`src/rtl/apv_pkg.sv`:
```
// ============================================================================
// Module      : apv_pkg
// Description : Shared state encoding and frame-format constants for the
//               APV25 frame decoder.
// Revision    : 1.0 - initial release
// ============================================================================
`default_nettype none

package apv_pkg;

  localparam int N_CH      = 128;
  localparam int ADDR_BITS = 8;
  localparam int HDR_LEN   = 3;

  typedef enum logic [1:0] {
    ST_IDLE = 2'd0,
    ST_ADDR = 2'd1,
    ST_ERRB = 2'd2,
    ST_DATA = 2'd3
  } apv_state_e;

endpackage : apv_pkg

`default_nettype wire

```
`src/rtl/apv_hdr_detect.sv`:
```
// ============================================================================
// Module      : apv_hdr_detect
// Description : Digital-level slicer and consecutive-high counter; pulses
//               found_o on the HDR_LEN-th consecutive high while searching.
// Revision    : 1.0 - initial release
// ============================================================================
`default_nettype none

module apv_hdr_detect
  import apv_pkg::*;
#(
  parameter int DATA_W = 12
) (
  input  logic              clk_i,
  input  logic              rst_i,
  input  logic              search_i,
  input  logic [DATA_W-1:0] sample_i,
  input  logic [DATA_W-1:0] threshold_i,
  output logic              bit_o,
  output logic              found_o
);

  localparam int CW = $clog2(HDR_LEN + 1);

  logic [CW-1:0] cnt_q;
  logic [CW-1:0] cnt_d;

  assign bit_o   = (sample_i >= threshold_i);
  assign found_o = search_i && bit_o && (cnt_q == CW'(HDR_LEN - 1));

  // A low sample, a completed header or leaving the search all restart the run.
  always_comb begin
    cnt_d = cnt_q;
    if (!search_i || !bit_o || found_o) begin
      cnt_d = '0;
    end else begin
      cnt_d = cnt_q + CW'(1);
    end
  end

  always_ff @(posedge clk_i or posedge rst_i) begin
    if (rst_i) begin
      cnt_q <= '0;
    end else begin
      cnt_q <= cnt_d;
    end
  end

endmodule : apv_hdr_detect

`default_nettype wire

```
`src/rtl/apv_frame_decoder.sv`:
```
// ============================================================================
// Module      : apv_frame_decoder
// Description : Decodes APV25 frames (header, pipeline address, error bit,
//               N_CH analog samples) from a FIR-filtered sample stream.
//               Define APV_FRAME_CNT_EN to add the FRAME_COUNT output.
// Revision    : 1.0 - initial release
// ============================================================================
`default_nettype none

module apv_frame_decoder #(
  parameter int DATA_W    = 12,
  parameter int N_CH      = apv_pkg::N_CH,
  parameter int ADDR_BITS = apv_pkg::ADDR_BITS
) (
  input  logic                 CLK,
  input  logic                 RST,
  input  logic                 ENABLE,
  input  logic [DATA_W-1:0]    DATA_IN,
  input  logic [DATA_W-1:0]    THRESHOLD,
  output logic [DATA_W-1:0]    DATA_OUT,
  output logic [6:0]           CH_OUT,
  output logic                 DATA_VALID,
  output logic [ADDR_BITS-1:0] APV_ADDR,
  output logic                 ADDR_VALID,
  output logic                 FRAME_START,
  output logic                 FRAME_END,
  output logic                 FRAME_ERR
`ifdef APV_FRAME_CNT_EN
  ,
  output logic [15:0]          FRAME_COUNT
`endif
);

  import apv_pkg::*;

  localparam int BIT_CW = $clog2(ADDR_BITS);

  apv_state_e           state_q, state_d;
  logic [BIT_CW-1:0]    bit_cnt_q, bit_cnt_d;
  logic [6:0]           ch_q, ch_d;
  logic [ADDR_BITS-1:0] shift_q, shift_d;
  logic [ADDR_BITS-1:0] addr_q, addr_d;
  logic [DATA_W-1:0]    dout_q, dout_d;
  logic [6:0]           chout_q, chout_d;
  logic                 dvalid_q, dvalid_d;
  logic                 avalid_q, avalid_d;
  logic                 fstart_q, fstart_d;
  logic                 fend_q, fend_d;
  logic                 ferr_q, ferr_d;

  logic w_bit;
  logic w_found;

  apv_hdr_detect #(
    .DATA_W (DATA_W)
  ) u_hdr_detect (
    .clk_i       (CLK),
    .rst_i       (RST),
    .search_i    (ENABLE && (state_q == ST_IDLE)),
    .sample_i    (DATA_IN),
    .threshold_i (THRESHOLD),
    .bit_o       (w_bit),
    .found_o     (w_found)
  );

  always_comb begin
    state_d   = state_q;
    bit_cnt_d = bit_cnt_q;
    ch_d      = ch_q;
    shift_d   = shift_q;
    addr_d    = addr_q;
    dout_d    = dout_q;
    chout_d   = chout_q;
    dvalid_d  = 1'b0;
    avalid_d  = 1'b0;
    fstart_d  = 1'b0;
    fend_d    = 1'b0;
    ferr_d    = 1'b0;

    if (!ENABLE) begin
      state_d   = ST_IDLE;
      bit_cnt_d = '0;
      ch_d      = '0;
    end else begin
      case (state_q)
        ST_IDLE: begin
          if (w_found) begin
            state_d   = ST_ADDR;
            bit_cnt_d = '0;
          end
        end
        ST_ADDR: begin
          shift_d = {shift_q[ADDR_BITS-2:0], w_bit};
          if (bit_cnt_q == BIT_CW'(ADDR_BITS - 1)) begin
            state_d   = ST_ERRB;
            bit_cnt_d = '0;
          end else begin
            bit_cnt_d = bit_cnt_q + BIT_CW'(1);
          end
        end
        // Error bit is active-low; the frame is emitted regardless.
        ST_ERRB: begin
          addr_d   = shift_q;
          avalid_d = 1'b1;
          ferr_d   = !w_bit;
          ch_d     = '0;
          state_d  = ST_DATA;
        end
        ST_DATA: begin
          dvalid_d = 1'b1;
          dout_d   = DATA_IN;
          chout_d  = ch_q;
          fstart_d = (ch_q == 7'd0);
          if (ch_q == 7'(N_CH - 1)) begin
            fend_d  = 1'b1;
            ch_d    = '0;
            state_d = ST_IDLE;
          end else begin
            ch_d = ch_q + 7'd1;
          end
        end
        default: state_d = ST_IDLE;
      endcase
    end
  end

  always_ff @(posedge CLK or posedge RST) begin
    if (RST) begin
      state_q   <= ST_IDLE;
      bit_cnt_q <= '0;
      ch_q      <= '0;
      shift_q   <= '0;
      addr_q    <= '0;
      dout_q    <= '0;
      chout_q   <= '0;
      dvalid_q  <= 1'b0;
      avalid_q  <= 1'b0;
      fstart_q  <= 1'b0;
      fend_q    <= 1'b0;
      ferr_q    <= 1'b0;
    end else begin
      state_q   <= state_d;
      bit_cnt_q <= bit_cnt_d;
      ch_q      <= ch_d;
      shift_q   <= shift_d;
      addr_q    <= addr_d;
      dout_q    <= dout_d;
      chout_q   <= chout_d;
      dvalid_q  <= dvalid_d;
      avalid_q  <= avalid_d;
      fstart_q  <= fstart_d;
      fend_q    <= fend_d;
      ferr_q    <= ferr_d;
    end
  end

  assign DATA_OUT    = dout_q;
  assign CH_OUT      = chout_q;
  assign DATA_VALID  = dvalid_q;
  assign APV_ADDR    = addr_q;
  assign ADDR_VALID  = avalid_q;
  assign FRAME_START = fstart_q;
  assign FRAME_END   = fend_q;
  assign FRAME_ERR   = ferr_q;

`ifdef APV_FRAME_CNT_EN
  logic [15:0] fcnt_q;

  always_ff @(posedge CLK or posedge RST) begin
    if (RST) begin
      fcnt_q <= '0;
    end else if (fend_d) begin
      fcnt_q <= fcnt_q + 16'd1;
    end
  end

  assign FRAME_COUNT = fcnt_q;
`endif

endmodule : apv_frame_decoder

`default_nettype wire

```
`config.mk`:
```
export PLATFORM = sky130hd
export DESIGN_NAME = apv_frame_decoder
export DESIGN_NICKNAME = d
export VERILOG_FILES = /design/src/rtl/apv_pkg.sv /design/src/rtl/apv_hdr_detect.sv /design/src/rtl/apv_frame_decoder.sv
export SDC_FILE = /design/constraint.sdc
export NUM_CORES = 1
export LEC_CHECK = 0
export ABC_CLOCK_PERIOD_IN_PS = 2500
export BUFFER_PORTS_ARGS = -buffer_cell sky130_fd_sc_hd__buf_2
export CORE_MARGIN = 2
export CORE_UTILIZATION = 54
export CTS_CLUSTER_DIAMETER = 120
export CTS_CLUSTER_SIZE = 10
export DETAILED_ROUTE_END_ITERATION = 10
export HOLD_SLACK_MARGIN = 0.03
export PLACE_DENSITY = 0.8
export SETUP_SLACK_MARGIN = 0.15
export SYNTH_ARGS = -nofsm -noshare
export SYNTH_HDL_FRONTEND = slang
export SYNTH_HIERARCHICAL = 1
export SYNTH_SLANG_ARGS = --single-unit
```
`constraint.sdc`:
```
create_clock -name CLK -period 2.5 [get_ports CLK]
set_clock_uncertainty 0.05 [all_clocks]
set_input_delay 0.125 -clock CLK [delete_from_list [all_inputs] [get_ports CLK]]
set_output_delay 0.125 -clock CLK [all_outputs]
set_load 0.03 [all_outputs]
```
==> results by group, run 1 <==
Timing
  • Pins Over Slew Limit: 0
  • Final Hold Violating Endpoints: 0
  • Fin crit period: 2.26 ns
  • Worst slew pin tran: 0.499 ns
  • Period utilization: 0.904
  • Final setup TNS: 0 ns
  • Max_slew headroom: 0.667
  • RSZ-0062 raised after global routing: no
  • Final setup viols: 0
  • Fmax: about 0.44 GHz

Logic synthesis
  • Mapped Cells: 224
  • Synthesis-stage register bit count: 54
  • Sequential element share of the synthesized area: 0.512
  • Post-synthesis area per instance: between 10 and 15 um^2
  • Syn_nets: roughly 270
  • Mapped cell area: 2640 um^2
  • Yosys Warn Count: 6
  • Post-synth cell types: 38

Power and ir drop
  • Pleak: 1.70 nW
  • IR drop worst, VDD: 522 uV
  • PD cells: 907 nW/um^2
  • Logic pwr share: 0.402
  • P_int: 1.81 mW
  • Seq pwr share: 0.431
  • Switch share: 0.382
  • Psw: approximately 1.1 mW
  • Pwr Total: 2.93 mW
  • Power share of the clock group: 0.167

Routing
  • DRC: 0
  • DR pass1 iterations: 4
  • Initial DRC Count: 86
  • Per-cell routed wire length: 13.3 um
  • Routed Antenna Nets: 0
  • Vias per cell: a little over 5
  • Vias: 1860
  • Drt total wl: approximately 4900 um

Clocking
  • Worst-case clock buffer depth: 2
  • Num CTS Buffers: 5
  • Clock root buffer: clkbuf_8
  • Clock-pin slew on the worst setup and hold paths: 0.09 ns
  • Sink Count: 54
  • CTS tree: built
  • CTS H-tree depth: 2
  • Worst-Skew Late Latency: 0.30 ns
  • Post-CTS Setup Bufs: 0

Global route
  • All-Layer GR Usage: 0.198
  • Number of global-route vias before repair: 1786
  • Largest net degree at the start of global routing: 31
  • Grt ovf: 0
  • First-pass GRT wire length: 8080 um
  • Antenna violations before repair: 0

Finish
  • Antenna cells: 0
  • Layout cells sized above 1: 0.371
  • Most frequent cells in the layout: 58 x buf_2, 54 x dfrtp_1, 32 x mux2_2
  • # nets final: 346
  • Fillers: 349
  • Commonest non-fill, non-tap cell in the layout: buf_2
  • Area grow syn2layout: 22.3%
  • Non-filler cells, final: 366
  • Final core occ: 0.684

Floorplanning
  • Initial Util: 0.559
  • Die height: around 74 um
  • I/O pins: 59
  • Site Rows: 25
  • Core footprint: 4720 um^2
  • Die width: 73.9 um
  • Die area: 5470 um^2

Setup path
  • CP Capture Point: bit_cnt_q[2]$_DFFE_PP0P_
  • Reg-to-reg startpoint: state_q[0]$_DFFE_PP0P_
  • Critical path type: primary input to flop
  • Setup crit end kind: flop
  • Reg2Reg Depth: 9
  • WP data arrival: around 2.4 ns
  • Worst reg2reg setup slack: slightly above 0.4 ns
  • CP required: 2.64 ns
  • Reg2reg end: bit_cnt_q[2]$_DFFE_PP0P_
  • Critical Path Source: DATA_IN[5]
  • Crit start category: primary input
  • Crit Path Max Fanout: 4

Min path
  • Hold Path Depth: 2
  • Hold crit path type: primary input to flop

Placed design
  • PortBufs: 58
  • Placed Cells: ~350
  • Routability congestion estimate from global placement: 0.783
  • HPWL after DPL: 3600 um

Flow run
  • Max capacitance violation total: 0

Outcome
  • Outcome: completed
-- worst min-delay path by stage --
stage,end,slack (ns),start
detailed placement,u_hdr_detect/cnt_q[1]$_DFF_PP0_,-0.04,RST
finish,DATA_OUT[10]$_DFFE_PP0P_,0.05,DATA_IN[10]
floorplan,u_hdr_detect/cnt_q[0]$_DFF_PP0_,-0.18,RST
CTS,DATA_OUT[10]$_DFFE_PP0P_,0.04,DATA_IN[10]
global route,DATA_OUT[10]$_DFFE_PP0P_,0.03,DATA_IN[10]
global placement,u_hdr_detect/cnt_q[1]$_DFF_PP0_,-0.04,RST
-- logic make-up after synthesis --
group	count (synthesis)	synth area share
buffers and inverters	26	0.0455
multiplexers	35	0.148
XOR/XNOR	3	0.00995
flip-flops	54	0.512
AND/OR/NAND/NOR	54	0.113
AO/OA/AOI/OAI	31	0.0725
adder cells (fa/ha/maj)	21	0.0995
-- area by class of cell --
class / count / area, um^2 / share of cell area
multi-input cells: 144 / 1190 / 0.368
flip-flops and latches: 54 / 1350 / 0.418
inverters: 22 / 82.6 / 0.0256
repair buffers: 71 / 430 / 0.133
clock inverters: 1 / 5.00 / 0.00155
clock buffers: 7 / 86.3 / 0.0267
well taps: 67 / 83.8 / 0.0260
-- worst max-delay path, cell delays in order --
cell and delay (ns):
dlygate4sd3_1 0.54, buf_2 0.13, ha_1 0.29, nand2_1 0.06
or4_4 0.45, a211oi_4 0.26, nand2b_4 0.17, o21ai_0 0.10
a32oi_1 0.19, nor2b_1 0.07
-- power groups by stage --
stage / sequential [mW] / clock (mW) / combinational, mW
finish: 1.26 / 0.489 / 1.18
global route: 1.30 / 0.548 / 1.27
CTS: 1.27 / 0.509 / 1.17
detailed placement: 1.28 / 0 / 1.16
global placement: 1.27 / 0 / 1.13
floorplan: 1.61 / 0 / 0.512
-- registers in the layout, summed over array words and instances (netlist names), 2 cells and up --
name,flops
CH_OUT,7
APV_ADDR,8
DATA_OUT,12
u_hdr_detect/cnt_q,2
state_q,2
bit_cnt_q,3
shift_q,8
ch_q,7
-- through the flow --
step           worst slack (ns)  instance area (um^2)  hold WS, ns
6_report                  0.239                  3230       0.0516
3_3_place_gp              0.237                  3000      -0.0384
5_1_grt                   0.168                  3230       0.0316
2_1_floorplan             0.446                  2640       -0.184
4_1_cts                   0.170                  3210       0.0360
3_5_place_dp              0.147                  3000      -0.0369
-- cells in the mapped netlist --
cell | n | area (um^2)
dfrtp_1 | 54 | 1350
mux2_2 | 32 | 360
ha_1 | 21 | 263
inv_1 | 21 | 78.8
nand2_1 | 18 | 67.6
nor2_1 | 12 | 45.0
o21ai_0 | 12 | 60.1
a21oi_1 | 7 | 35.0
nor2b_1 | 5 | 31.3
and2_1 | 3 | 18.8
buf_6 | 3 | 33.8
mux2i_1 | 3 | 30.0
nand2_2 | 3 | 18.8
a211oi_1 | 2 | 15.0
a32oi_1 | 2 | 17.5
nand2b_1 | 2 | 12.5
nand3_1 | 2 | 10.0
xnor2_1 | 2 | 17.5
a2111oi_0 | 1 | 8.76
a22o_1 | 1 | 8.76
a22oi_1 | 1 | 7.51
a31o_2 | 1 | 8.76
a31oi_1 | 1 | 6.26
and4_1 | 1 | 8.76
and4_4 | 1 | 11.3
clkbuf_1 | 1 | 3.75
inv_2 | 1 | 3.75
nand2_4 | 1 | 11.3
nor3_2 | 1 | 10.0
nor3b_1 | 1 | 7.51
nor3b_4 | 1 | 18.8
nor4_1 | 1 | 6.26
o21a_1 | 1 | 7.51
o221ai_1 | 1 | 8.76
o31ai_1 | 1 | 7.51
or4_4 | 1 | 11.3
or4b_1 | 1 | 10.0
xor2_1 | 1 | 8.76
-- layer usage --
| layer | up-vias | share of wire | global-route usage |
|---|---|---|---|
| met5 | - | 0 | 0 |
| met4 | 0 | 0.030 | 0.0848 |
| met3 | 13 | 0.037 | 0.0515 |
| met2 | 47 | 0.50 | 0.333 |
| met1 | 882 | 0.43 | 0.241 |
| li1 | 918 | - | - |
-- timing repair --
item                                    in CTS  in global routing
resized for setup                            0                  5
hold buffers                                12                  0
hold endpoints to repair                    35                  0
endpoints found under the setup margin       0                  5
(Power assumes the default switching activity.)
==> run 2, diff against run 1 <==
--- a/config.mk
+++ b/config.mk
@@ -5,6 +5,7 @@
 export SDC_FILE = /design/constraint.sdc
 export NUM_CORES = 1
 export LEC_CHECK = 0
+export ABC_AREA = 1
 export ABC_CLOCK_PERIOD_IN_PS = 2500
 export BUFFER_PORTS_ARGS = -buffer_cell sky130_fd_sc_hd__buf_2
 export CORE_MARGIN = 2
@@ -13,7 +14,7 @@
 export CTS_CLUSTER_SIZE = 10
 export DETAILED_ROUTE_END_ITERATION = 10
 export HOLD_SLACK_MARGIN = 0.03
-export PLACE_DENSITY = 0.8
+export PLACE_DENSITY = 0.79
 export SETUP_SLACK_MARGIN = 0.15
 export SYNTH_ARGS = -nofsm -noshare
 export SYNTH_HDL_FRONTEND = slang
==> run 2 against run 1 <==
Against the previous run:
- synthesized cell count rose by 44%
- setup slack improved by 0.080 ns
- total power fell by 3.3%
- clock power fell by 3%
- combinational power fell by 7%
- first-iteration DRC count rose by 30%
- critical endpoint is now state_q[0]$_DFFE_PP0P_
==> results by group, run 2 <==
Placed design
  • Routability congestion estimate from global placement: 0.832 (was 0.783)
  • HPWL after DPL: 3610 um (was 3600 um)
  • PortBufs: 58 (unchanged)

Clocking
  • Num CTS Buffers: 5 (unchanged)
  • Clock root buffer: clkbuf_8 (unchanged)
  • Worst-Skew Late Latency: 0.31 ns (was 0.30 ns)
  • CTS H-tree depth: 2 (unchanged)
  • Worst-case clock buffer depth: 2 (unchanged)
  • Clock-pin slew on the worst setup and hold paths: 0.09 ns (about the same)
  • Post-cts resize count: 0 (unchanged)
  • CTS tree: built (unchanged)
  • Sink Count: 54 (unchanged)

Min path
  • Hold crit path type: primary input to flop (unchanged)
  • Hold Path Sink: ch_q[2]$_DFFE_PP0P_ (was DATA_OUT[10]$_DFFE_PP0P_)
  • Hold Startpoint: ENABLE (was DATA_IN[10])
  • Hold Path Depth: 3 (was 2)

Timing
  • RSZ-0062 raised after global routing: no (unchanged)
  • Max_slew headroom: 0.678 (was 0.667)
  • Fmax: 0.458 GHz (was 0.442 GHz)
  • Final Hold Violating Endpoints: 0 (unchanged)
  • Final setup TNS: 0 ns (unchanged)
  • Period utilization: 0.872 (was 0.904)
  • Final setup viols: 0 (unchanged)
  • Fin crit period: 2.18 ns (was 2.26 ns)
  • Pins Over Slew Limit: 0 (unchanged)
  • Worst slew pin tran: 0.482 ns (was 0.499 ns)

Outcome
  • Outcome: completed (unchanged)

Finish
  • Most frequent cells in the layout: 109 x nand2_1, 58 x buf_2, 54 x dfrtp_1 (was 58 x buf_2, 54 x dfrtp_1, 32 x mux2_2)
  • Layout cells sized above 1: 0.215 (was 0.371)
  • Fillers: 414 (was 349)
  • Largest register FFs: 12 (unchanged)
  • # nets final: 442 (was 346)
  • Area grow syn2layout: 20.3% (was 22.3%)
  • Antenna cells: 0 (unchanged)
  • Commonest non-fill, non-tap cell in the layout: nand2_1 (was buf_2)

Logic synthesis
  • Syn_nets: 370 (was 272)
  • Mapped cell area: 2680 um^2 (was 2640 um^2)
  • Area leader, netlist: dfrtp_1 (unchanged)
  • Most numerous cell in the Yosys netlist: nand2_1 (was dfrtp_1)
  • Mapped Cells: 322 (was 224)
  • Synth cell count leaders: 109 x nand2_1, 54 x dfrtp_1, 50 x inv_1, 24 x o21ai_0, 21 x ha_1 (was 54 x dfrtp_1, 32 x mux2_2, 21 x ha_1, 21 x inv_1, 18 x nand2_1)
  • Async set-or-reset flop fraction in the synthesized netlist: 1.00 (unchanged)
  • Sequential element share of the synthesized area: 0.504 (was 0.512)
  • Number of synthesized flops with an enable pin: 0 (unchanged)
  • Yosys Warn Count: 6 (unchanged)
  • Post-synthesis area per instance: 8.33 um^2 (was 11.8 um^2)
  • Synth area leaders: dfrtp_1 50%, nand2_1 15%, ha_1 9.8% (was dfrtp_1 51%, mux2_2 14%, ha_1 9.9%)
  • Main synth FF type: dfrtp_1 (unchanged)
  • Yosys top cell area share: 0.504 (was 0.512)
  • Synthesis-stage register bit count: 54 (unchanged)
  • Post-synth cell types: 22 (was 38)

Setup path
  • Reg-to-reg startpoint: state_q[1]$_DFFE_PP0P_ (was state_q[0]$_DFFE_PP0P_)
  • Setup crit end kind: flop (unchanged)
  • Reg2Reg Depth: 13 (was 9)
  • Crit start category: primary input (unchanged)
  • Worst reg2reg setup slack: 0.74 ns (was 0.41 ns)
  • Critical path type: primary input to flop (unchanged)
  • Crit Path Max Fanout: 4 (unchanged)
  • CP required: 2.66 ns (was 2.64 ns)
  • WP data arrival: 2.34 ns (was 2.40 ns)
  • Reg2reg end: state_q[0]$_DFFE_PP0P_ (was bit_cnt_q[2]$_DFFE_PP0P_)

Power and ir drop
  • PD cells: 878 nW/um^2 (was 907 nW/um^2)
  • Switch share: 0.413 (was 0.382)
  • P_int: 1.66 mW (was 1.81 mW)
  • Power share of the clock group: 0.168 (was 0.167)
  • Seq pwr share: 0.446 (was 0.431)
  • Logic pwr share: 0.387 (was 0.402)
  • IR drop worst, VDD: 444 uV (was 522 uV)
  • Pwr Total: 2.83 mW (was 2.93 mW)
  • Psw: 1.17 mW (was 1.12 mW)
  • Pleak: 1.86 nW (was 1.70 nW)

Floorplanning
  • Die height: 74.5 um (was 73.9 um)
  • Site Rows: 25 (unchanged)
  • Initial Util: 0.564 (was 0.559)
  • Die area: 5550 um^2 (was 5470 um^2)
  • Core footprint: 4750 um^2 (was 4720 um^2)
  • I/O pins: 59 (unchanged)
  • Die width: 74.5 um (was 73.9 um)

Flow run
  • Max capacitance violation total: 0 (unchanged)

Global route
  • Number of global-route vias before repair: 1968 (was 1786)
  • Antenna violations before repair: 0 (unchanged)
  • First-pass GRT wire length: 8400 um (was 8080 um)
  • Largest net degree at the start of global routing: 30 (was 31)
  • Grt ovf: 0 (unchanged)
  • All-Layer GR Usage: 0.199 (was 0.198)

Routing
  • DRC: 0 (unchanged)
  • Initial DRC Count: 112 (was 86)
  • Drt total wl: 5100 um (was 4850 um)
  • DR pass1 iterations: 5 (was 4)
  • Vias: 2175 (was 1860)
  • Vias per cell: 4.71 (was 5.08)
  • Per-cell routed wire length: 11.0 um (was 13.3 um)
  • Routed Antenna Nets: 0 (unchanged)
run 2: cell families (layout without fill, tap and decap cells):
kind of cell / Yosys count / in the layout / share of synthesized area
flops: 54 / 54 / 0.504
buf+inv: 60 / 133 / 0.0942
simple gates: 155 / 155 / 0.243
fa+ha+maj: 21 / 21 / 0.0979
compound gates: 32 / 32 / 0.0616
run 2: how the worst max path moves through the flow:
| stage | from | endpoint | slack [ns] | cells after the start |
|---|---|---|---|---|
| 6_report | DATA_IN[11] | state_q[0]$_DFFE_PP0P_ | 0.32 | 18 |
| 5_1_grt | DATA_IN[11] | state_q[1]$_DFFE_PP0P_ | 0.16 | 18 |
| 4_1_cts | DATA_IN[11] | state_q[0]$_DFFE_PP0P_ | 0.36 | 18 |
| 3_5_place_dp | DATA_IN[11] | state_q[0]$_DFFE_PP0P_ | 0.64 | 17 |
| 3_3_place_gp | DATA_IN[11] | state_q[1]$_DFFE_PP0P_ | 0.70 | 17 |
| 2_1_floorplan | THRESHOLD[11] | state_q[0]$_DFFE_PP0P_ | 0.87 | 17 |
run 2: layout make-up:
type / count / area [um^2] / share of cell area
Inverter: 53 / 199 / 0.0617
Timing Repair Buffer: 72 / 428 / 0.133
Sequential cell: 54 / 1350 / 0.419
Multi-Input combinational cell: 208 / 1080 / 0.334
Clock buffer: 6 / 72.6 / 0.0225
Clock inverter: 2 / 13.8 / 0.00427
Tap cell: 67 / 83.8 / 0.0260
run 2: per-stage QoR:
stage / util / worst slack, ns / hold slack (ns) / instance area (um^2) / instances
6_report: 0.679 / 0.319 / 0.171 / 3230 / 462
4_1_cts: 0.679 / 0.360 / 0.169 / 3230 / 462
2_1_floorplan: - / 0.873 / -0.184 / 2680 / 322
5_1_grt: 0.679 / 0.158 / 0.179 / 3230 / 462
3_5_place_dp: 0.633 / 0.637 / -0.0401 / 3010 / 441
3_3_place_gp: 0.633 / 0.699 / -0.0467 / 3010 / 441
run 2: power groups by stage:
stage          registers (mW)  logic [mW]  clock network, mW
6_report                 1.26        1.10              0.476
3_5_place_dp             1.27        1.09                  0
4_1_cts                  1.26        1.11              0.482
5_1_grt                  1.30        1.22              0.517
3_3_place_gp             1.27        1.06                  0
2_1_floorplan            1.61       0.453                  0
run 2: repair_timing:
action | 4_1_cts | 5_1_grt
hold buffers | 13 | 0
buffers inserted | 0 | 0
endpoints found under the hold margin | 37 | 0
run 2: per-layer routing:
metal	up-vias	wire, um	global-route usage
met5	-	0	0
met4	0	87	0.0694
met3	10	181	0.0407
met2	55	2550	0.342
met1	988	2280	0.251
li1	1122	-	-
run 2: critical path, stage by stage:
cell and delay [ns]:
dlygate4sd3_1 0.53, buf_2 0.13, ha_1 0.29, nand2_1 0.08, nor2_2 0.14, nand2_2 0.07
nor2_1 0.09, nor2_1 0.06, nand2_2 0.09, nand2_1 0.07, nor2_1 0.11, inv_1 0.06
nand3_1 0.08, inv_1 0.05, nor2_1 0.15, nand2_1 0.09, nand2_1 0.06, nand2_1 0.05
==> run 3, diff against run 2 <==
--- a/config.mk
+++ b/config.mk
@@ -8,13 +8,14 @@
 export ABC_AREA = 1
 export ABC_CLOCK_PERIOD_IN_PS = 2500
 export BUFFER_PORTS_ARGS = -buffer_cell sky130_fd_sc_hd__buf_2
+export CORE_ASPECT_RATIO = 1.25
 export CORE_MARGIN = 2
-export CORE_UTILIZATION = 54
+export CORE_UTILIZATION = 44
 export CTS_CLUSTER_DIAMETER = 120
 export CTS_CLUSTER_SIZE = 10
 export DETAILED_ROUTE_END_ITERATION = 10
 export HOLD_SLACK_MARGIN = 0.03
-export PLACE_DENSITY = 0.79
+export PLACE_DENSITY = 0.67
 export SETUP_SLACK_MARGIN = 0.15
 export SYNTH_ARGS = -nofsm -noshare
 export SYNTH_HDL_FRONTEND = slang
==> run 3 against run 2 <==
Against the previous run:
- sequential share of layout area is 0.77 points lower
- clock power is 22% higher
- setup slack better by 0.091 ns
- critical path type unchanged
- critical endpoint is now state_q[1]$_DFFE_PP0P_
==> results by group, run 3 (synthesis results as in run 2) <==
Outcome
  • Outcome: completed (unchanged)

Global route
  • Largest net degree at the start of global routing: 30 (unchanged)
  • Grt ovf: 0 (unchanged)
  • All-Layer GR Usage: 0.171 (was 0.199)
  • First-pass GRT wire length: 9030 um (was 8400 um)
  • Antenna violations before repair: 0 (unchanged)
  • Number of global-route vias before repair: 2132 (was 1968)

Timing
  • Final setup viols: 0 (unchanged)
  • Final Hold Violating Endpoints: 0 (unchanged)
  • RSZ-0062 raised after global routing: no (unchanged)
  • Max_slew headroom: 0.621 (was 0.678)
  • Fmax: 0.478 GHz (was 0.458 GHz)
  • Period utilization: 0.836 (was 0.872)
  • Pins Over Slew Limit: 0 (unchanged)
  • Worst slew pin tran: 0.567 ns (was 0.482 ns)
  • Fin crit period: 2.09 ns (was 2.18 ns)
  • Final setup TNS: 0 ns (unchanged)

Finish
  • Commonest non-fill, non-tap cell in the layout: nand2_1 (unchanged)
  • Layout cells sized above 1: 0.220 (was 0.215)
  • Most frequent cells in the layout: 109 x nand2_1, 58 x buf_2, 54 x dfrtp_1 (unchanged)
  • Antenna cells: 0 (unchanged)
  • Final non-filler cell area: 3290 um^2 (was 3230 um^2)
  • # nets final: 444 (was 442)
  • Non-filler cells, final: 478 (was 462)
  • Area grow syn2layout: 22.5% (was 20.3%)
  • Largest register FFs: 12 (unchanged)
  • Fillers: 536 (was 414)

Power and ir drop
  • PD cells: 893 nW/um^2 (was 878 nW/um^2)
  • Pwr Total: 2.94 mW (was 2.83 mW)
  • Pleak: 1.88 nW (was 1.86 nW)
  • IR drop worst, VDD: 430 uV (was 444 uV)

Floorplanning
  • Initial Util: 0.458 (was 0.564)
  • Site Rows: 31 (was 25)
  • Die height: 91.3 um (was 74.5 um)
  • Die width: 73.8 um (was 74.5 um)
  • Die area: 6740 um^2 (was 5550 um^2)
  • Core footprint: 5860 um^2 (was 4750 um^2)
  • I/O pins: 59 (unchanged)

Routing
  • DRC: 0 (unchanged)
  • Initial DRC Count: 97 (was 112)
  • Routed Antenna Nets: 0 (unchanged)
  • DR pass1 iterations: 4 (was 5)
  • Vias: 2188 (was 2175)
  • Drt total wl: 5020 um (was 5100 um)
  • Per-cell routed wire length: 10.5 um (was 11.0 um)
  • Vias per cell: 4.58 (was 4.71)

Setup path
  • Critical path type: primary input to flop (unchanged)
  • CP max stage delay: 0.53 ns (about the same)
  • Cell chain of the critical path: dlygate4sd3_1 > buf_2 > ha_1 > nand2_1 > nor2_2 > nand2_2 > nor2_2 > nand2_1 > nand2_2 > nand2_1 > nor2_1 > inv_1 > nand3_1 > inv_1 > nor2_1 > nand2_1 > nand2_1 > nand2_1 (was dlygate4sd3_1 > buf_2 > ha_1 > nand2_1 > nor2_2 > nand2_2 > nor2_1 > nor2_1 > nand2_2 > nand2_1 > nor2_1 > inv_1 > nand3_1 > inv_1 > nor2_1 > nand2_1 > nand2_1 > nand2_1)
  • Crit Path Max Fanout: 4 (unchanged)
  • Most frequent cell on the critical path: nand2_1 (unchanged)
  • CP max-delay cell: dlygate4sd3_1 (unchanged)
  • Setup crit end kind: flop (unchanged)
  • WP data arrival: 2.24 ns (was 2.34 ns)
  • CP required: 2.65 ns (was 2.66 ns)
  • Crit start category: primary input (unchanged)

Clocking
  • Sink Count: 54 (unchanged)
  • CTS tree: built (unchanged)
  • Worst-Skew Late Latency: 0.30 ns (was 0.31 ns)
  • Worst-case clock buffer depth: 2 (unchanged)
  • Clock-pin slew on the worst setup and hold paths: 0.09 ns (about the same)
  • Num CTS Buffers: 5 (unchanged)
  • CTS H-tree depth: 2 (unchanged)
  • Post-CTS Setup Bufs: 0 (unchanged)
  • Clock root buffer: clkbuf_8 (unchanged)

Flow run
  • Max capacitance violation total: 0 (unchanged)

Placed design
  • HPWL after DPL: 3670 um (was 3610 um)
  • Placed Cells: 458 (was 441)
  • PortBufs: 58 (unchanged)
  • Placed cell area: 3040 um^2 (was 3010 um^2)
  • Routability congestion estimate from global placement: 0.817 (was 0.832)

Min path
  • Hold crit path type: primary input to async pin (was primary input to flop)
-- run 3: layout make-up --
cell class | count | area, um^2 | area share
clock buffer | 6 | 82.6 | 0.0251
timing repair buffer | 74 | 443 | 0.135
inverter | 53 | 199 | 0.0605
clock inverter | 1 | 30.0 | 0.00914
tap | 82 | 103 | 0.0312
sequential | 54 | 1350 | 0.411
multi-input combinational | 208 | 1080 | 0.328
-- run 3: critical path, delay by kind of cell --
family | cells | cell delay, ns
and+or+nand+nor | 13 | 1.08
adders and majority gates | 1 | 0.29
buffers and inverters | 4 | 0.74
-- run 3: where the power goes --
| group | internal [mW] | switching [mW] | leakage, nW |
|---|---|---|---|
| Sequential | 1.13 | 0.134 | 0.720 |
| Combinational | 0.341 | 0.751 | 1.10 |
| Clock | 0.320 | 0.263 | 0.0573 |
-- run 3: path summary, 6_finish.rpt --
| check | from | end | slack [ns] | cells after the start |
|---|---|---|---|---|
| min reg2reg | u_hdr_detect/cnt_q[0]$_DFF_PP0_ | u_hdr_detect/cnt_q[0]$_DFF_PP0_ | 0.38 | 1 |
| min in group CLK | ENABLE | ch_q[2]$_DFFE_PP0P_ | 0.18 | 3 |
| max | DATA_IN[11] | state_q[1]$_DFFE_PP0P_ | 0.41 | 18 |
| max reg2reg | state_q[0]$_DFFE_PP0P_ | state_q[1]$_DFFE_PP0P_ | 0.83 | 13 |
| max in group asynchronous | RST | shift_q[1]$_DFFE_PP0P_ | 1.43 | 4 |
| min | RST | u_hdr_detect/cnt_q[0]$_DFF_PP0_ | 0.17 | 3 |
-- run 3: per-layer routing --
layer  part of all wire  global-route usage  wire (um)
met5                  0                   0          0
met1               0.44               0.207       2220
met3              0.036              0.0289        183
met2               0.50               0.292       2520
met4              0.021              0.0727        105
-- run 3: timing repair --
action,CTS,global route
gates resized for setup,0,0
hold buffers,13,0
hold endpoints to repair,41,0
-- run 3: stage by stage --
| stage | worst slack, ns | hold slack, ns | utilization |
|---|---|---|---|
| after floorplan | 0.873 | -0.184 | - |
| after global placement | 0.684 | -0.0456 | 0.520 |
| after detailed placement | 0.642 | -0.0480 | 0.520 |
| after CTS | 0.415 | 0.162 | 0.561 |
| after global routing | 0.177 | 0.174 | 0.561 |
| final | 0.410 | 0.166 | 0.561 |
